[config.mk]
export PLATFORM = sky130hd
export DESIGN_NAME = excess3_conv_arbiter_flat
export DESIGN_NICKNAME = d
export VERILOG_FILES = /design/src/rtl/excess3_conv_arbiter_if.sv /design/src/rtl/excess3_conv_arbiter.sv /design/src/flat_wrapper.sv
export SDC_FILE = /design/constraint.sdc
export NUM_CORES = 1
export LEC_CHECK = 0
export ABC_CLOCK_PERIOD_IN_PS = 1950
export CAP_MARGIN = 20
export CORE_ASPECT_RATIO = 0.5
export CORE_MARGIN = 2
export CORE_UTILIZATION = 46
export DETAILED_ROUTE_END_ITERATION = 7
export PLACE_DENSITY_LB_ADDON = 0.3
export SLEW_MARGIN = 20
export SYNTH_ARGS = -nofsm -noshare
export SYNTH_HDL_FRONTEND = slang
export SYNTH_SLANG_ARGS = --single-unit
[constraint.sdc]
create_clock -name clk -period 1.95 [get_ports clk]
set_input_delay 0.39 -clock clk [delete_from_list [all_inputs] [get_ports clk]]
set_output_delay 0.39 -clock clk [all_outputs]
set_load 0.05 [all_outputs]
[src/rtl/excess3_conv_arbiter_if.sv]
// Request/result bundle for excess3_conv_arbiter: two BCD requesters in, one excess-3 result out.
interface excess3_conv_arbiter_if #(
  parameter int DW = 4,
  parameter int ND = 4
);
  logic [1:0]       req;
  logic [ND*DW-1:0] din0;
  logic [ND*DW-1:0] din1;
  logic [1:0]       gnt;
  logic             busy;
  logic [ND*DW-1:0] dout;
  logic             dout_id;
  logic             dout_valid;
  logic             dout_ready;
  logic             dout_err;

  modport master (
    output req, din0, din1, dout_ready,
    input  gnt, busy, dout, dout_id, dout_valid, dout_err
  );

  modport slave (
    input  req, din0, din1, dout_ready,
    output gnt, busy, dout, dout_id, dout_valid, dout_err
  );
endinterface

[src/rtl/excess3_conv_arbiter.sv]
// Round-robin shared BCD->excess-3 converter, one digit per cycle, LSD first.
// Optional invalid-digit flag enabled by defining E3_BCD_ERRCHK_EN.
module excess3_conv_arbiter #(
  parameter int DW = 4,
  parameter int ND = 4
) (
  input  logic                   clk,
  input  logic                   rst,
  excess3_conv_arbiter_if.slave  bus
);

  localparam int WW = ND * DW;
  localparam int CW = (ND > 1) ? $clog2(ND) : 1;

  typedef enum logic [1:0] {S_IDLE, S_CONV, S_DONE} state_t;

  state_t         r_state;
  state_t         w_next;
  logic           r_last;
  logic           r_id;
  logic           r_dout_id;
  logic [CW-1:0]  r_cnt;
  logic [WW-1:0]  r_din;
  logic [WW-1:0]  r_acc;
  logic [WW-1:0]  r_dout;

  logic           w_accept;
  logic           w_pick;
  logic           w_last_digit;
  logic [DW-1:0]  w_digit;
  logic [DW-1:0]  w_conv;
  logic [WW-1:0]  w_acc_next;

  assign w_accept     = (r_state == S_IDLE) && (bus.req != 2'b00);
  // With both requesting, take the one not served last; otherwise the lone requester.
  assign w_pick       = (bus.req == 2'b11) ? ~r_last : bus.req[1];
  assign w_digit      = r_din[r_cnt*DW +: DW];
  assign w_conv       = w_digit + DW'(3);
  assign w_last_digit = (r_cnt == CW'(ND - 1));

  always_comb begin
    w_acc_next = r_acc;
    w_acc_next[r_cnt*DW +: DW] = w_conv;
  end

  always_ff @(posedge clk) begin
    if (rst) r_state <= S_IDLE;
    else     r_state <= w_next;
  end

  always_comb begin
    w_next = r_state;
    case (r_state)
      S_IDLE:  if (w_accept) w_next = S_CONV;
      S_CONV:  if (w_last_digit) w_next = S_DONE;
      S_DONE:  if (bus.dout_ready) w_next = S_IDLE;
      default: w_next = S_IDLE;
    endcase
  end

  always_ff @(posedge clk) begin
    if (rst) begin
      r_last    <= 1'b1;
      r_id      <= 1'b0;
      r_cnt     <= '0;
      r_din     <= '0;
      r_acc     <= '0;
      r_dout    <= '0;
      r_dout_id <= 1'b0;
    end else begin
      if (w_accept) begin
        r_last <= w_pick;
        r_id   <= w_pick;
        r_din  <= w_pick ? bus.din1 : bus.din0;
        r_cnt  <= '0;
        r_acc  <= '0;
      end
      if (r_state == S_CONV) begin
        r_acc <= w_acc_next;
        r_cnt <= r_cnt + 1'b1;
        // dout only moves here, so partial words never appear on it.
        if (w_last_digit) begin
          r_dout    <= w_acc_next;
          r_dout_id <= r_id;
        end
      end
    end
  end

  always_comb begin
    bus.gnt        = '0;
    bus.busy       = 1'b0;
    bus.dout_valid = 1'b0;
    case (r_state)
      S_IDLE: if (w_accept && !rst) bus.gnt[w_pick] = 1'b1;
      S_CONV: bus.busy = 1'b1;
      S_DONE: begin
        bus.busy       = 1'b1;
        bus.dout_valid = 1'b1;
      end
      default: ;
    endcase
  end

  assign bus.dout    = r_dout;
  assign bus.dout_id = r_dout_id;

`ifdef E3_BCD_ERRCHK_EN
  logic r_err;

  always_ff @(posedge clk) begin
    if (rst)                                        r_err <= 1'b0;
    else if (w_accept)                              r_err <= 1'b0;
    else if (r_state == S_CONV && w_digit > DW'(9)) r_err <= 1'b1;
  end

  assign bus.dout_err = r_err & (r_state == S_DONE);
`else
  assign bus.dout_err = 1'b0;
`endif

endmodule
[src/flat_wrapper.sv]
// flat-port wrapper written by rule: the top's interface ports become plain ports
module excess3_conv_arbiter_flat 
#(
  parameter int DW = 4,
  parameter int ND = 4
)
  (clk, rst, bus_req, bus_din0, bus_din1, bus_dout_ready, bus_gnt, bus_busy, bus_dout, bus_dout_id, bus_dout_valid, bus_dout_err);
  excess3_conv_arbiter_if #(.DW(DW), .ND(ND)) bus_i ();
  input  logic clk;
  input  logic rst;
  input wire logic [$bits(bus_i.req)-1:0] bus_req;
  input wire logic [$bits(bus_i.din0)-1:0] bus_din0;
  input wire logic [$bits(bus_i.din1)-1:0] bus_din1;
  input wire logic [$bits(bus_i.dout_ready)-1:0] bus_dout_ready;
  output wire logic [$bits(bus_i.gnt)-1:0] bus_gnt;
  output wire logic [$bits(bus_i.busy)-1:0] bus_busy;
  output wire logic [$bits(bus_i.dout)-1:0] bus_dout;
  output wire logic [$bits(bus_i.dout_id)-1:0] bus_dout_id;
  output wire logic [$bits(bus_i.dout_valid)-1:0] bus_dout_valid;
  output wire logic [$bits(bus_i.dout_err)-1:0] bus_dout_err;
  assign bus_i.req = bus_req;
  assign bus_i.din0 = bus_din0;
  assign bus_i.din1 = bus_din1;
  assign bus_i.dout_ready = bus_dout_ready;
  assign bus_gnt = bus_i.gnt;
  assign bus_busy = bus_i.busy;
  assign bus_dout = bus_i.dout;
  assign bus_dout_id = bus_i.dout_id;
  assign bus_dout_valid = bus_i.dout_valid;
  assign bus_dout_err = bus_i.dout_err;
  excess3_conv_arbiter #(.DW(DW), .ND(ND)) u_core (.clk(clk), .rst(rst), .bus(bus_i));
endmodule
**Yosys cells after proc, flatten, opt, wreduce, memory -nomap -nowiden**

Index checks and enable logic that the tools add are counted.

- Input port bits: 37
- Register bits: 55

- $add $sub $neg: 3
- Magnitude comparators: 2
- Reductions and logical operators: 10
- Mux-type cells: 17
- Equality and inequality tests: 7
- Shift-type cells: 3
- Bitwise logic cells: 1

Operator list:

| cell | count |
|---|---|
| 2-to-1 mux 16 bit | 3 |
| negator 4 -> 34 bit | 1 |
| variable shift 4 x 34 -> 16 bit, first input constant | 1 |
| variable part select 4 x 34 -> 16 bit | 1 |
| bitwise mux 16 bit | 1 |
| variable part select 16 x 5 -> 4 bit | 1 |
| 2-to-1 mux 2 bit | 7 |
| == test 2 bit, second input constant | 3 |
| one-hot mux 2 bit (3 select lines) | 1 |
| adder 4 x 2 -> 4 bit, second input constant | 1 |
| 2-to-1 mux 1 bit | 4 |
| != test 2 x 1 -> 1 bit, second input constant | 2 |
| nonzero test 2 bit | 2 |
| logical AND 1 bit | 3 |
| AND reduction 3 bit | 1 |
| adder 2 x 1 -> 2 bit, second input constant | 1 |
| == test 2 x 1 -> 1 bit, second input constant | 1 |
| logical NOT 2 bit | 1 |
| less-than comparator 1 x 2 -> 1 bit, second input constant | 1 |
| != test 2 bit, second input constant | 1 |
| AND reduction 2 bit | 1 |
| OR reduction 2 bit | 1 |
| demux 1 bit (select 1 bit) | 1 |
| greater-or-equal comparator 1 bit, second input constant | 1 |
| other kinds (2) | 2 |

**Longest topological paths before layout**

Gate-level depths: netlist of the first run.

- Depth in word-level cells: 8
- Depth in mapped cells: 8

**Worst setup path after synthesis of the first run**

OpenSTA, ideal clock, no wires.

- Path kind: in2out
- Start point: in bus_req[1]
- End point: out bus_gnt[0]
- Data arrival time: 1.959 ns
- Setup slack: -0.399 ns
- Stages: 4
- Cells stage by stage: a21boi_0 -> buf_2 -> buf_2 -> nor3_1

- Longest elaborated chain between the ends: 8
- Elaborated cells between the ends (all ways): 12
- Classes of those cells: 2 x order compare; 1 x eq/ne; 5 x mux; 4 x reduce/logical

Ends and longest elaborated chain:

| element | line | text |
|---|---|---|
| start, declared | flat_wrapper.sv:11 | `input wire logic [$bits(bus_i.req)-1:0] bus_req;` |
| == test 2 bit | excess3_conv_arbiter.sv:36 | `assign w_pick = (bus.req == 2'b11) ? ~r_last : bus.req[1];` |
| 2-to-1 mux 1 bit | excess3_conv_arbiter.sv:36 |  |
| less-than comparator 1 x 2 -> 1 bit (implied by the code) / greater-or-equal comparator 1 bit (equally long branches) | excess3_conv_arbiter.sv:95 | `S_IDLE: if (w_accept && !rst) bus.gnt[w_pick] = 1'b1;` |
| logical AND 1 bit (implied by the code) | excess3_conv_arbiter.sv:95 |  |
| 2-to-1 mux 1 bit (implied by the code) | excess3_conv_arbiter.sv:95 |  |
| demux 1 bit (select 1 bit) | -- |  |
| 2-to-1 mux 2 bit (*) | excess3_conv_arbiter.sv:95 |  |
| 2-to-1 mux 2 bit (*) | excess3_conv_arbiter.sv:94 | `case (r_state)` |
| end, declared | flat_wrapper.sv:15 | `output wire logic [$bits(bus_i.gnt)-1:0] bus_gnt;` |

Every way passes the cells marked *; elsewhere a longest branch is shown, timed or not.

**Worst setup path after layout of the first run**

- Start point: in bus_req[1]
- End point: out bus_gnt[1]

Same word-level chain as after synthesis.

==> results_dict.tcl, run 1 <==
set metrics [dict create \
    timing.critical_path.max_delay_family "buffers and inverters" \
    r2r_slack_ps 90 \
    worst_ep_required_time_ps 1560 \
    fin_crit_sh_pct 97.3 \
    intPower_mw 2.21 \
    setup.worst_path.start "bus_req[1]" \
    cpPeakStageDelay_ps 490 \
    worstPathArrival_ps 1510 \
    p_switching_mw 0.909 \
    crit-reg2reg-launch "u_core.r_cnt[0]$_SDFFE_PP0P_" \
    crit_path_cell_trace "clkdlybuf4s50_1, a21boi_2, and3_1, buf_6" \
    outcome "completed" \
    timing.setup.tns_ps 0 \
    clockPowerShare_pct 31.4 \
    timing.setup.critical_path_class "in2out" \
    finalMaxSlewViolations 0 \
    cts.hold.buffers_added 0 \
    floorplan.die_area_um2 6580 \
    final_setup_skew_ps 10.6 \
    design_power_total_mw 3.12 \
    num_antenna_cells 0 \
    synth.net_count 359 \
    cts-root-buf "sky130_fd_sc_hd__clkbuf_16" \
    yosysUniqueCellTypes 44 \
    routed_wire_length_per_instance_um 15.3 \
    tritoncts.num_buffers 5 \
    total_leakage_power_nw 1.47 \
    timing.final.hold_violations 0 \
    maxCapViolCount 0 \
    finalCriticalPeriod_ps 1900 \
    cts.sinks 55 \
    core_area_um2 5590 \
    finalWirelength_um 7060 \
    synthToLayoutAreaGrowth_pct 38.2 \
    crit_fanout 3 \
    largest_net_degree_at_the_start_of_global_routing 33 \
    clock_pin_slew_on_the_worst_setup_and_hold_paths_ps 70 \
    layout-drive-gt1-share_pct 19.3 \
    post_synth_edffs 0 \
    drc 0 \
    gr-total-overflow 0 \
    worst_min_delay_path_class "reg2reg" \
    combinational_share_of_power_pct 28.8 \
    hold_start "u_core.bus.dout_id$_SDFFE_PP0P_" \
    initial_core_util_pct 48.7 \
    via_count 2579 \
    chipHeight_um 58.4 \
    post_synth_inst_count 312 \
    final_antenna_net_count 0 \
    power.share.switching_pct 29.1 \
    postSynth.asyncResetShare_pct 0 \
    first_global_vias 2447 \
    vdd_ir_drop_max_uv 436 \
    io_buffers 57 \
    max-slew-margin-rel_pct 66.4 \
    fp-row-count 19 \
    grt_pass1_wl_um 11700 \
    drt-initial-drc-count 147 \
    antenna_found_initial 0 \
    seq_area_frac_synth_pct 40.5 \
    share_seq_of_total_power_pct 39.8 \
    crit_buf_inv 2 \
    floorplan.die.width_um 113 \
    synth.yosys.warnings 0 \
    drtPass1Iterations 4 \
    most_used_flip_flop_cell_after_synthesis "sky130_fd_sc_hd__dfxtp_1" \
    post_drt_via_cell_ratio 5.58 \
    timing.final.setup_violations 0 \
    pin_count 59 \
    num-nets-final 436 \
    p_per_area_nw_per_um2 831 \
    critPathSlowestCell "sky130_fd_sc_hd__clkdlybuf4s50_1" \
    dp_hpwl_um 5480 \
    postSynthAreaPerCell_um2 8.71 \
    worstMarginPinSlew_ps 503 \
    fmax_mhz 527 \
    cts_buffer_depth 2 \
    nature_of_the_critical_path_endpoint "output pin" \
    gp_congestion 0.869 \
    gr-usage-all-layers_pct 22.5 \
    ys_ff_latch 55 \
    tritoncts "done" \
    startpoint_type "primary input" \
    clock_latency_ps 290 \
    synth.cell_area_um2 2720 \
    cts.htree.levels 2 \
]
-- cell usage after synthesis, drive strengths merged, types with 4 or more instances --
cell | number | area share, %
ha | 10 | 4.6
buf | 7 | 1.5
o21ai | 11 | 2.4
a31oi | 4 | 0.92
o211ai | 4 | 1.1
o221ai | 4 | 1.3
mux4 | 4 | 3.5
a221oi | 5 | 1.6
a21oi | 14 | 2.6
o22ai | 8 | 1.8
dfxtp | 55 | 40
nand2 | 6 | 0.83
nor2 | 53 | 7.3
inv | 21 | 2.9
o31ai | 4 | 1.1
mux2i | 17 | 6.3
and2 | 4 | 0.92
clkbuf | 13 | 1.8
nor3 | 23 | 4.2
a211oi | 17 | 4.7
nand4 | 4 | 0.92
-- flip-flops by register name, summed over array words and instances, names as in the netlist --
register,flops
u_core.bus.dout,16
u_core.r_acc,16
u_core.r_din,16
u_core.r_cnt,2
u_core.r_state,2
u_core.bus.dout_id,1
u_core.r_id,1
u_core.r_last,1
-- layout by cell type, fill, tap and decap left out, drive strengths merged, types with 5 or more instances in the layout --
| cell | n |
|---|---|
| dfxtp | 55 |
| nor2 | 53 |
| buf | 51 |
| clkdlybuf4s50 | 38 |
| nor3 | 23 |
| inv | 21 |
| mux2i | 17 |
| a211oi | 17 |
| a21oi | 14 |
| o21ai | 11 |
| ha | 10 |
| o22ai | 8 |
| nand2 | 6 |
| clkbuf | 6 |
| a221oi | 5 |
-- cell families after synthesis --
group                      Yosys count  synth area share [%]
AOI/OAI and AO/OA                   75                  18.8
xor gates and xnor gates             2                  1.20
adders and majority gates           10                  4.60
buffers and inverters               42                  6.35
DFF                                 55                  40.5
muxes                               21                  9.71
other                                1                 0.138
and+or+nand+nor                    106                  18.7
-- metrics by stage --
step                std cells  cell area [µm²]  utilization, %  setup WS, ps  hold WS [ps]
detailed placement        455             3540            63.4         -22.2           459
floorplan                 312             2730               -          22.5           432
finish                    462             3760            67.3          51.7           462
CTS                       462             3710            66.5          1.87           468
global route              462             3760            67.3         -25.0           500
global placement          455             3540            63.4          25.4           444
-- timing repair --
item | in CTS | in global routing
resized for setup | 3 | 12
gates cloned | 0 | 0
endpoints found under the setup margin | 3 | 17
endpoints found under the hold margin | 0 | 0
pin swaps | 1 | 3
setup buffers | 0 | 0
-- layer usage --
layer  share of wire [%]  global-route usage (%)  vias to the layer above  wire (µm)
li1                    -                       -                     1277          -
met1                  48                    31.4                     1204       3380
met2                  45                    37.0                       94       3180
met3                 6.5                    4.53                        4        461
met4                0.58                    4.70                        0         41
met5                   0                       0                        -          0
-- tightest hold or removal path, stage by stage (launching register included) --
cell and delay [ps]:
sky130_fd_sc_hd__dfxtp_1 310, sky130_fd_sc_hd__nand2_1 50, sky130_fd_sc_hd__a21oi_1 50
-- path summary, 6_finish.rpt --
path	end	cells past startpoint
max	bus_gnt[1]	4
min	u_core.bus.dout_id$_SDFFE_PP0P_	2
max reg2reg	u_core.bus.dout[10]$_SDFFE_PP0P_	6
min reg2reg	u_core.bus.dout_id$_SDFFE_PP0P_	2
-- power groups by stage --
stage	combinational (mW)	clock (mW)	sequential (mW)
floorplan	0.505	0	1.25
global placement	0.817	0	1.26
detailed placement	0.835	0	1.27
CTS	0.849	0.996	1.24
global route	0.977	1.03	1.25
finish	0.899	0.980	1.24
-- layout make-up --
cell class	instances	area, µm²
fillers	448	1830
multi-input cells	215	1500
flip-flops and latches	55	1100
repair buffers	90	817
clock buffers	6	129
well taps	73	91.3
inverters	22	82.6
clock inverters	1	30.0
No activity file was read; power rests on OpenSTA's default activity.
==> run 2: changes to the inputs <==
--- a/config.mk
+++ b/config.mk
@@ -9,8 +9,9 @@
 export CAP_MARGIN = 20
 export CORE_ASPECT_RATIO = 0.5
 export CORE_MARGIN = 2
-export CORE_UTILIZATION = 46
+export CORE_UTILIZATION = 50
 export DETAILED_ROUTE_END_ITERATION = 7
+export DONT_BUFFER_PORTS = 1
 export PLACE_DENSITY_LB_ADDON = 0.3
 export SLEW_MARGIN = 20
 export SYNTH_ARGS = -nofsm -noshare
==> results_dict.tcl, run 2 (synthesized netlist as in run 1, its figures left out) <==
set metrics [dict create \
    fmax_mhz 536 \
    maxCapViolCount 0 \
    cts_post_setup_buffers_inserted 0 \
    timing.setup.tns_ps 0 \
    gr-usage-all-layers_pct 22.4 \
    vdd_ir_drop_max_uv 369 \
    finalMaxSlewViolations 0 \
    core_area_um2 5090 \
    cts.sinks 55 \
    floorplan.die_area_um2 6080 \
    pin_count 59 \
    finish.utilization_pct 60.5 \
    fin_hold_ws_ps 137 \
    worst_slack_ps 84.8 \
    cts.hold.buffers_added 0 \
    cts.htree.levels 2 \
    synthToLayoutAreaGrowth_pct 13.3 \
    total_leakage_power_nw 1.14 \
    drc 0 \
    p_per_area_nw_per_um2 884 \
    timing.final.setup_violations 0 \
    tritoncts.num_buffers 5 \
    timing.final.hold_violations 0 \
    worstMarginPinSlew_ps 557 \
    outcome "completed" \
    layout.cells.most_common_list "sky130_fd_sc_hd__dfxtp_1 (54), sky130_fd_sc_hd__nor2_1 (52), sky130_fd_sc_hd__nor3_1 (22), sky130_fd_sc_hd__inv_1 (21), sky130_fd_sc_hd__buf_4 (18)" \
    max-slew-margin-rel_pct 62.8 \
    place_area_um2 2910 \
    initial_core_util_pct 53.4 \
    drtPass1Iterations 5 \
    drt-initial-drc-count 160 \
    pre_cts_ws_ps -22.6 \
    via_count 2358 \
    startpoint_type "flip-flop" \
    post_drt_via_cell_ratio 6.03 \
    fp-row-count 18 \
    cts_buffer_depth 2 \
    gr-total-overflow 0 \
    finalCriticalPeriod_ps 1870 \
    gp_congestion 0.898 \
    worstPathArrival_ps 2070 \
    grt_setup_unrepaired "yes" \
    largest_net_degree_at_the_start_of_global_routing 53 \
    worst_ep_required_time_ps 2160 \
    final_setup_skew_ps 9.99 \
    dp_hpwl_um 4710 \
    timing.setup.critical_path_class "reg2reg" \
    antenna_found_initial 0 \
    num-nets-final 367 \
    final_antenna_net_count 0 \
    nature_of_the_critical_path_endpoint "flip-flop" \
    num_antenna_cells 0 \
    cts-root-buf "sky130_fd_sc_hd__clkbuf_8" \
    clock_pin_slew_on_the_worst_setup_and_hold_paths_ps 100 \
    clock_latency_ps 320 \
    floorplan.die.width_um 108 \
    layout-drive-gt1-share_pct 14.6 \
    io_buffers 0 \
    worst_min_delay_path_class "in2reg" \
    finalWirelength_um 6400 \
    grt_pass1_wl_um 10600 \
    routed_wire_length_per_instance_um 16.4 \
    tritoncts "done" \
    fin_crit_sh_pct 95.7 \
    filler_cell_count 423 \
    crit_fanout 7 \
    finish.instance_area_um2 3080 \
    chipHeight_um 56.1 \
    layout.cells.most_common "sky130_fd_sc_hd__dfxtp_1" \
    first_global_vias 2202 \
]
==> run 2: worst max-delay path, cell delays in order, from the launching register on <==
cell	delay, ps
sky130_fd_sc_hd__dfxtp_4	410
sky130_fd_sc_hd__mux4_1	580
sky130_fd_sc_hd__inv_1	70
sky130_fd_sc_hd__ha_1	180
sky130_fd_sc_hd__xnor2_2	140
sky130_fd_sc_hd__a221oi_1	300
sky130_fd_sc_hd__nor3_1	80
==> run 2: timing repair <==
item | CTS | global route
hold endpoints to repair | 0 | 0
gates resized for setup | 4 | 8
endpoints found under the setup margin | 4 | 23
==> run 2: worst paths after layout <==
check | from | endpoint | slack, ps | cells after the start
max | u_core.r_cnt[0]$_SDFFE_PP0P_ | u_core.bus.dout[2]$_SDFFE_PP0P_ | 80 | 6
min | rst | u_core.bus.dout_id$_SDFFE_PP0P_ | 140 | 1
max reg2reg | u_core.r_cnt[0]$_SDFFE_PP0P_ | u_core.bus.dout[2]$_SDFFE_PP0P_ | 80 | 6
min reg2reg | u_core.r_id$_SDFFE_PP0P_ | u_core.bus.dout_id$_SDFFE_PP0P_ | 470 | 2
==> run 2: power breakdown <==
part,switching (mW),leakage (nW),internal (mW),total (mW)
registers,0.0497,0.449,1.19,1.24
logic,0.415,0.638,0.283,0.698
clock network,0.393,0.0548,0.387,0.780
==> run 2: layout make-up <==
| cell class | instances | area (µm²) | share of cell area, % |
|---|---|---|---|
| clock buffers | 5 | 68.8 | 2.23 |
| clock inverters | 3 | 46.3 | 1.50 |
| inverters | 22 | 82.6 | 2.68 |
| multi-input cells | 215 | 1500 | 48.8 |
| flip-flops and latches | 55 | 1100 | 35.9 |
| well taps | 70 | 87.6 | 2.84 |
| repair buffers | 21 | 186 | 6.05 |
==> run 2: layer usage <==
layer | global-route usage, % | wire (µm) | up-vias
met1 | 32.3 | 3050 | 1112
met2 | 31.4 | 2680 | 95
met4 | 9.16 | 103 | 0
li1 | - | - | 1139
met5 | 0 | 0 | -
met3 | 5.97 | 572 | 12
==> run 2: metrics by stage <==
step	power [mW]	cells
final	2.72	391
after global routing	2.85	391
after CTS	2.70	391
after detailed placement	1.93	383
after global placement	1.91	383
after floorplan	1.76	312
